## config.mk

```make
export PLATFORM = sky130hd
export DESIGN_NAME = bcd_scan_driver_flat
export DESIGN_NICKNAME = d
export VERILOG_FILES = /design/src/rtl/bcd_scan_if.sv /design/src/rtl/bcd_scan_driver.sv /design/src/flat_wrapper.sv
export SDC_FILE = /design/constraint.sdc
export NUM_CORES = 1
export LEC_CHECK = 0
export ABC_CLOCK_PERIOD_IN_PS = 2500
export BUFFER_PORTS_ARGS = -buffer_cell sky130_fd_sc_hd__buf_4
export CORE_UTILIZATION = 50
export CTS_CLUSTER_DIAMETER = 60
export DETAILED_ROUTE_END_ITERATION = 8
export GPL_TIMING_DRIVEN = 0
export PLACE_DENSITY = 0.71
export SYNTH_ARGS = -nofsm -noshare
export SYNTH_HDL_FRONTEND = slang
export SYNTH_SLANG_ARGS = --single-unit
```

## constraint.sdc

```tcl
create_clock -name clk -period 2.5 [get_ports clk]
set_input_delay 0.125 -clock clk [delete_from_list [all_inputs] [get_ports clk]]
set_output_delay 0.125 -clock clk [all_outputs]
set_load 0.01 [all_outputs]
```

## src/rtl/bcd_scan_if.sv

```systemverilog
// Digit buses from the stopwatch counter in, multiplexed display pins out.
interface bcd_scan_if;
    logic [3:0] digit_0;
    logic [3:0] digit_1;
    logic [3:0] digit_2;
    logic [3:0] digit_3;
    logic [3:0] dp;
    logic [3:0] blink_mask;
    logic       lz_en;
    logic [3:0] an;
    logic [6:0] seg;
    logic       dp_n;

    // Counter side: drives the digits and display controls, sees the pins.
    modport master (
        output digit_0, digit_1, digit_2, digit_3, dp, blink_mask, lz_en,
        input  an, seg, dp_n
    );

    // Scan driver side.
    modport slave (
        input  digit_0, digit_1, digit_2, digit_3, dp, blink_mask, lz_en,
        output an, seg, dp_n
    );
endinterface

```

## src/rtl/bcd_scan_driver.sv

```systemverilog
// Four-digit multiplexed seven-segment scan driver for a common-anode display.
// The digits are captured once per frame so that a counter update never
// tears a frame. Each slot starts with a guard gap, with all anodes off,
// to suppress ghosting. Slots can blink, and minute tens can be blanked
// when they are zero.
module bcd_scan_driver #(
    parameter int REFRESH_DIV = 100000,
    parameter int GUARD       = 2000,
    parameter int BLINK_TICKS = 250
) (
    input  logic      clk,
    input  logic      rst,
    bcd_scan_if.slave bus
);

    localparam int CW = $clog2(REFRESH_DIV);
    localparam int BW = (BLINK_TICKS > 1) ? $clog2(BLINK_TICKS) : 1;
    localparam logic [CW-1:0] CNT_LAST   = CW'(REFRESH_DIV - 1);
    localparam logic [CW-1:0] GUARD_C    = CW'(GUARD);
    localparam logic [BW-1:0] BLINK_LAST = BW'(BLINK_TICKS - 1);

    logic [CW-1:0]       cnt_q, cnt_d;
    logic [1:0]          slot_q, slot_d;
    logic [BW-1:0]       bcnt_q, bcnt_d;
    logic                phase_q, phase_d;
    logic [3:0][3:0]     snap_q, snap_d;
    logic [3:0]          snap_dp_q, snap_dp_d;
    logic [3:0]          an_q, an_d;
    logic [6:0]          seg_q, seg_d;
    logic                dp_n_q, dp_n_d;

    logic                tick;
    logic                visible;
    logic [3:0]          cur_digit;

    // BCD to active-low {g,f,e,d,c,b,a}; codes 10-15 show no segments.
    function automatic logic [6:0] decode(input logic [3:0] d);
        logic [6:0] s;
        case (d)
            4'd0:    s = 7'b1000000;
            4'd1:    s = 7'b1111001;
            4'd2:    s = 7'b0100100;
            4'd3:    s = 7'b0110000;
            4'd4:    s = 7'b0011001;
            4'd5:    s = 7'b0010010;
            4'd6:    s = 7'b0000010;
            4'd7:    s = 7'b1111000;
            4'd8:    s = 7'b0000000;
            4'd9:    s = 7'b0010000;
            default: s = 7'b1111111;
        endcase
        return s;
    endfunction

    // Refresh timing, slot sequencing, blink timebase and frame snapshot.
    always_comb begin
        tick      = (cnt_q == CNT_LAST);
        cnt_d     = tick ? '0 : cnt_q + 1'b1;
        slot_d    = tick ? slot_q + 2'd1 : slot_q;
        bcnt_d    = bcnt_q;
        phase_d   = phase_q;
        snap_d    = snap_q;
        snap_dp_d = snap_dp_q;
        if (tick) begin
            if (bcnt_q == BLINK_LAST) begin
                bcnt_d  = '0;
                phase_d = ~phase_q;
            end else begin
                bcnt_d = bcnt_q + 1'b1;
            end
            // Capture on the same edge that wraps back to slot 0, so the new
            // frame starts with the new values.
            if (slot_q == 2'd3) begin
                snap_d    = {bus.digit_3, bus.digit_2, bus.digit_1, bus.digit_0};
                snap_dp_d = bus.dp;
            end
        end
    end

    // Output selection for the current slot; blink and blanking controls are live.
    always_comb begin
        cur_digit = snap_q[slot_q];
        visible   = (cnt_q >= GUARD_C)
                    && !(phase_q && bus.blink_mask[slot_q])
                    && !((slot_q == 2'd3) && bus.lz_en && (snap_q[3] == 4'd0));
        an_d      = 4'b1111;
        seg_d     = 7'b1111111;
        dp_n_d    = 1'b1;
        if (visible) begin
            an_d   = ~(4'b0001 << slot_q);
            seg_d  = decode(cur_digit);
            dp_n_d = ~snap_dp_q[slot_q];
        end
    end

    // State and registered pin outputs; reset blanks the pins immediately.
    always_ff @(posedge clk or negedge rst) begin
        if (!rst) begin
            cnt_q     <= '0;
            slot_q    <= 2'd0;
            bcnt_q    <= '0;
            phase_q   <= 1'b0;
            snap_q    <= '0;
            snap_dp_q <= 4'd0;
            an_q      <= 4'b1111;
            seg_q     <= 7'b1111111;
            dp_n_q    <= 1'b1;
        end else begin
            cnt_q     <= cnt_d;
            slot_q    <= slot_d;
            bcnt_q    <= bcnt_d;
            phase_q   <= phase_d;
            snap_q    <= snap_d;
            snap_dp_q <= snap_dp_d;
            an_q      <= an_d;
            seg_q     <= seg_d;
            dp_n_q    <= dp_n_d;
        end
    end

    assign bus.an   = an_q;
    assign bus.seg  = seg_q;
    assign bus.dp_n = dp_n_q;

endmodule
```

## src/flat_wrapper.sv

```systemverilog
// flat-port wrapper written by rule: the top's interface ports become plain ports
module bcd_scan_driver_flat 
#(
    parameter int REFRESH_DIV = 100000,
    parameter int GUARD       = 2000,
    parameter int BLINK_TICKS = 250
)
  (clk, rst, bus_digit_0, bus_digit_1, bus_digit_2, bus_digit_3, bus_dp, bus_blink_mask, bus_lz_en, bus_an, bus_seg, bus_dp_n);
  bcd_scan_if bus_i ();
  input  logic clk;
  input  logic rst;
  input wire logic [$bits(bus_i.digit_0)-1:0] bus_digit_0;
  input wire logic [$bits(bus_i.digit_1)-1:0] bus_digit_1;
  input wire logic [$bits(bus_i.digit_2)-1:0] bus_digit_2;
  input wire logic [$bits(bus_i.digit_3)-1:0] bus_digit_3;
  input wire logic [$bits(bus_i.dp)-1:0] bus_dp;
  input wire logic [$bits(bus_i.blink_mask)-1:0] bus_blink_mask;
  input wire logic [$bits(bus_i.lz_en)-1:0] bus_lz_en;
  output wire logic [$bits(bus_i.an)-1:0] bus_an;
  output wire logic [$bits(bus_i.seg)-1:0] bus_seg;
  output wire logic [$bits(bus_i.dp_n)-1:0] bus_dp_n;
  assign bus_i.digit_0 = bus_digit_0;
  assign bus_i.digit_1 = bus_digit_1;
  assign bus_i.digit_2 = bus_digit_2;
  assign bus_i.digit_3 = bus_digit_3;
  assign bus_i.dp = bus_dp;
  assign bus_i.blink_mask = bus_blink_mask;
  assign bus_i.lz_en = bus_lz_en;
  assign bus_an = bus_i.an;
  assign bus_seg = bus_i.seg;
  assign bus_dp_n = bus_i.dp_n;
  bcd_scan_driver #(.REFRESH_DIV(REFRESH_DIV), .GUARD(GUARD), .BLINK_TICKS(BLINK_TICKS)) u_core (.clk(clk), .rst(rst), .bus(bus_i));
endmodule
```

* Word level (Yosys, flattened, before mapping)
Memory sizes are Yosys's and may differ from the RTL's.
Cells that the tools add are included.
** Cells by class
- Add/subtract/negate cells :: 3
- Magnitude comparators :: 2
- Eq/ne operators :: 3
- Shift operators :: 1
- Multiplexer cells :: 11
- Bitwise logic cells :: 3
- Reductions and logical operators :: 10
** Operators by type and width (number)
- $add A17 B1 Y17 const B :: 1
- $eq A17 B17 Y1 const B :: 1
- $ge A17 B11 Y1 const B :: 1
- $mux W17 :: 1
- $add A8 B1 Y8 const B :: 1
- $bmux W4 S2 :: 1
- $eq A8 B8 Y1 const B :: 1
- $mux W4 :: 2
- $mux W8 :: 1
- $mux W7 :: 1
- $logic_and A1 B1 Y1 :: 5
- $bmux W1 S2 :: 2
- $logic_not A4 Y1 :: 1
- $not A4 Y4 :: 1
- $reduce_and A2 Y1 :: 2
- $shl A1 B2 Y4 const A :: 1
- $lt A2 B3 Y1 const B :: 1
- $mux W1 :: 3
- $add A2 B1 Y2 const B :: 1
- $eq A2 B2 Y1 const B :: 1
- $logic_not A1 Y1 :: 2
- $not A1 Y1 :: 2
** Storage, ports and cells
- Bits in registers :: 60
- Memory bits (read-only) :: 112
- Output and inout bits :: 12
- Memories :: 1
** Memory list
- (no name shown) :: words 16, bits a word 7, rd ports 1, clocked after Yosys merged registers in 0, write ports 0, RTL line bcd_scan_driver.sv:39 : case (d)

* Logic depth before layout (Yosys ltp)
- Word-level depth :: 7
- Depth in mapped cells :: 8
- Depth with buffers taken out :: 7

* Worst setup path before layout
No wires, ideal clock.
- Path type :: register to register
- Start point :: reg u_core.cnt_q[0]
- End point :: reg u_core.snap_dp_q[0]
- Arrival :: 1.795 ns
- Required time :: 2.372 ns
- Path slack :: 0.577 ns
- Stages on the path, launching flop included :: 8
- Buffers on the path :: 2
- Path through :: dfrtp_1 -> ha_1 -> and4_1 -> and4_1 -> buf_2 -> nand3_1 -> buf_2 -> mux2_1
** Between the ends
- Longest elaborated chain between the ends :: 2
** RTL lines
- from (decl) :: RTL line bcd_scan_driver.sv:22 : logic [CW-1:0] cnt_q, cnt_d;
- from (signal assigned) :: RTL line bcd_scan_driver.sv:109 : cnt_q <= cnt_d;
- $eq A17 B17 Y1 :: RTL line bcd_scan_driver.sv:57 : tick = (cnt_q == CNT_LAST);
- $reduce_and A2 Y1 (no line)
- to (signal assigned) :: RTL line bcd_scan_driver.sv:114 : snap_dp_q <= snap_dp_d;
- to (decl) :: RTL line bcd_scan_driver.sv:27 : logic [3:0] snap_dp_q, snap_dp_d;
Every way passes these cells.
A chain may end at the register's enable or synchronous reset.

* Worst setup path in the final report
- Start point :: reg u_core.cnt_q[0]
- End point :: reg u_core.snap_q[1] (netlist name)
** Between the ends
- Longest elaborated chain between the ends :: 2
** RTL lines
- $eq A17 B17 Y1 :: RTL line bcd_scan_driver.sv:57
- $reduce_and A2 Y1 (no line)
- to (signal assigned) :: RTL line bcd_scan_driver.sv:113 : snap_q <= snap_d;
- to (decl) :: RTL line bcd_scan_driver.sv:26 : logic [3:0][3:0] snap_q, snap_d;
Every way passes these cells.

==> metrics.yaml <==
count_of_clock_tree_sinks: 60
pwr-share-comb_pct: 5.8
drtAntennaViolNets: 0
max_frequency_mhz: 469
synth_enable_flop_cells: 0
p_int_mw: 1.64
grt_pass1_vias: 2180
number_of_cells_produced_by_synthesis: 258
areaGrowthSynthToFinish_pct: 26.7
yosysSeqAreaShare_pct: 51.1
cts_buffers: 9
area.sequential_mm2: 0.00152
synth_cell_type_count: 42
worst_setup_hold_path_clk_slew_ns: 0.07
max-slew-margin-rel_pct: 45.4
die_area_mm2: 0.00624
vias_per_cell: 5.40
crit_path_start_kind: "flip-flop"
fin_tns_setup_ns: 0
insertedDiodeCount: 0
multiInputGateArea_mm2: 0.00134
worst_ir_drop_vdd_uv: 523
pin_count: 39
power.share.switching_pct: 21.9
clockPowerShare_pct: 46.8
rsz0062_at_grt: "no"
timing.critical_path.to_type: "flip-flop"
post_synth_main_area_contributors: "sky130_fd_sc_hd__dfrtp_1 (40%), sky130_fd_sc_hd__dfstp_2 (11%), sky130_fd_sc_hd__mux2_1 (7.6%)"
timing.final.max_slew_violations: 0
route.final.wire_length_um: 6010
synth_async_sr_flop_share_pct: 100
gp_routability_congestion: 0.777
criticalPathCategory: "flip-flop to flip-flop"
worst_skew_pair.late_latency_ns: 0.35
fin_hold_ws_ns: 0.00137
post_route_cells_drive_above_1_share_pct: 26.3
final_design_area_no_fill_mm2: 0.00376
die_w_um: 79.0
worst_hold_check_path_type: "input port to flip-flop"
synthesis.area_mm2: 0.00297
global_route_wire_length_before_repair_um: 10400
setup_violations: 0
crit_path_max_incr_delay_ns: 0.43
die_y_um: 79.0
overflow: 0
post_layout_minimum_cycle_time_ns: 2.13
antenna_found_initial: 0
netlist.area_leader.share_pct: 40.5
tritoncts: "done"
critPathArrivalTime_ns: 2.36
wire_per_inst_um: 14.9
total_power_mw: 2.10
post_synth_most_frequent_cells: "sky130_fd_sc_hd__dfrtp_1 (48), sky130_fd_sc_hd__mux2_1 (20), sky130_fd_sc_hd__nor2_1 (18)"
critPathTopFamily: "simple AND/OR/NAND/NOR gates"
overall_via_count_from_detail_route: 2175
post-synth-top-count-cell: "sky130_fd_sc_hd__dfrtp_1"
yosys_warnings: 0
clock_tree.htree_level_count: 3
placement_rows: 27
cp.buffers_inverters: 2
total_leakage_power_nw: 1.65
detail_route.drc_violations: 0
cts_root_buffer: "sky130_fd_sc_hd__clkbuf_8"
synthesis.area_per_instance_um2: 11.5
hold_violations: 0
port_buffers: 38
critical_path_required_ns: 2.73
drt-pass1-iter-count: 4
core_mm2: 0.00561
starting_density_pct: 52.9
crit_fanout: 10
fill_cells: 462
transition_time_of_the_tightest_slew_check_pin_ns: 0.813
critical_path.cell_chain: "ha_1, and4_1, and4_1, buf_2, nand3_1, buf_2, mux2_1"
post-route-period-util_pct: 85.4
power.share.sequential_pct: 47.4
syn_nets: 298
crit_path_top_delay_cell: "sky130_fd_sc_hd__dfrtp_1"
maximum_number_of_pins_on_one_net_before_global_route_repair: 61
drt_iter0_drc: 70
hpwl_um: 3880
cts_setup_buffers: 0
synthFlopType: "sky130_fd_sc_hd__dfrtp_1"
net_count_of_the_finished_layout: 366
status: "complete, no violations"
ys_ff_latch: 60
worst_clock_skew_ns: 0.00844
cts.path.max_buffers: 2
power-per-cell-area_mw_per_mm2: 560
net-switching-power_uw: 461
grt_usage_pct: 22.5
placed_cell_area_mm2: 0.00334
synth.largest_area_cell: "sky130_fd_sc_hd__dfrtp_1"
maxCapViolations: 0
[worst reg2reg max path: stages (launching register included)]
cell                      delay, ns
sky130_fd_sc_hd__dfrtp_1       0.43
sky130_fd_sc_hd__ha_1          0.27
sky130_fd_sc_hd__and4_1        0.22
sky130_fd_sc_hd__and4_1        0.18
sky130_fd_sc_hd__buf_2         0.18
sky130_fd_sc_hd__nand3_1       0.11
sky130_fd_sc_hd__buf_2         0.28
sky130_fd_sc_hd__mux2_1        0.36
[power groups by stage]
stage	Sequential [mW]	Combinational [mW]	Clock, mW
3_3_place_gp	1.01	0.0954	0
6_report	0.998	0.122	0.984
2_1_floorplan	1.01	0.0407	0
4_1_cts	0.997	0.123	0.999
5_1_grt	0.999	0.135	1.04
3_5_place_dp	1.01	0.0984	0
[repair_timing]
| action | in CTS | in global routing |
|---|---|---|
| gates resized for setup | 0 | 0 |
| setup endpoints to repair | 0 | 0 |
| hold endpoints to repair | 66 | 0 |
| hold buffers | 19 | 0 |
[flip-flops by register name, indices dropped and copies added (netlist names)]
name / flops
u_core.bcnt_q: 8
u_core.bus.seg: 7
u_core.bus.an: 4
u_core.snap_q: 16
u_core.snap_dp_q: 4
u_core.slot_q: 2
u_core.bus.dp_n: 1
u_core.phase_q: 1
u_core.cnt_q: 17
[cell usage in the layout (no fill, tap or decap), types with 7 or more instances in the layout]
cell type / instances
sky130_fd_sc_hd__buf_2: 10
sky130_fd_sc_hd__buf_4: 38
sky130_fd_sc_hd__clkbuf_8: 10
sky130_fd_sc_hd__dfrtp_1: 48
sky130_fd_sc_hd__dfstp_2: 12
sky130_fd_sc_hd__dlygate4sd3_1: 19
sky130_fd_sc_hd__ha_1: 13
sky130_fd_sc_hd__inv_1: 15
sky130_fd_sc_hd__mux2_1: 20
sky130_fd_sc_hd__nand2_1: 12
sky130_fd_sc_hd__nand3_1: 14
sky130_fd_sc_hd__nor2_1: 18
sky130_fd_sc_hd__nor3_1: 7
sky130_fd_sc_hd__xnor2_1: 13
[per-stage QoR]
stage                     instances  worst slack, ns  utilization (%)
after CTS                       403            0.348             67.0
final                           403            0.366             67.0
after floorplan                 258            0.577                -
after global routing            403            0.227             67.0
after global placement          368            0.373             59.6
after detailed placement        368            0.362             59.6
[cell families (layout without fill, tap and decap cells)]
group                      count (synthesis)  after routing  share of synthesized area [%]
DFF                                       60             60                           51.1
buffers and inverters                     27            100                           3.84
adders and majority gates                 13             13                           5.48
xor gates and xnor gates                  16             16                           4.72
and+or+nand+nor                           82             82                           14.6
muxes                                     31             31                           14.0
AOI/OAI and AO/OA                         29             29                           6.24
[path summary, 6_finish.rpt]
check                                 from                end  slack (ns)  cells after the start
max                        u_core.cnt_q[0]   u_core.snap_q[1]        0.37                      7
min                         bus_digit_2[3]  u_core.snap_q[11]       0.001                      2
min reg2reg                 u_core.phase_q     u_core.phase_q        0.49                      1
max in group asynchronous              rst    u_core.cnt_q[3]        1.57                      2
max reg2reg                u_core.cnt_q[0]   u_core.snap_q[1]        0.37                      7
min in group asynchronous              rst   u_core.snap_q[0]        0.42                      2
[final cells by class]
cell class	count	share of cell area (%)
buffer	12	1.53
clock buffer	10	3.66
clock inverter	6	2.33
inverter	15	1.50
multi-input combinational	171	35.6
sequential	60	40.4
tap	72	2.40
timing repair buffer	57	12.7
[per-layer routing]
metal | wire length, um | global-route usage [%] | part of all wire, %
met5 | 0 | 0 | 0
met4 | 133 | 10.0 | 2.2
met3 | 206 | 6.09 | 3.4
met2 | 3020 | 35.1 | 50
met1 | 2650 | 29.3 | 44
Power figures use the tool's default switching activity.
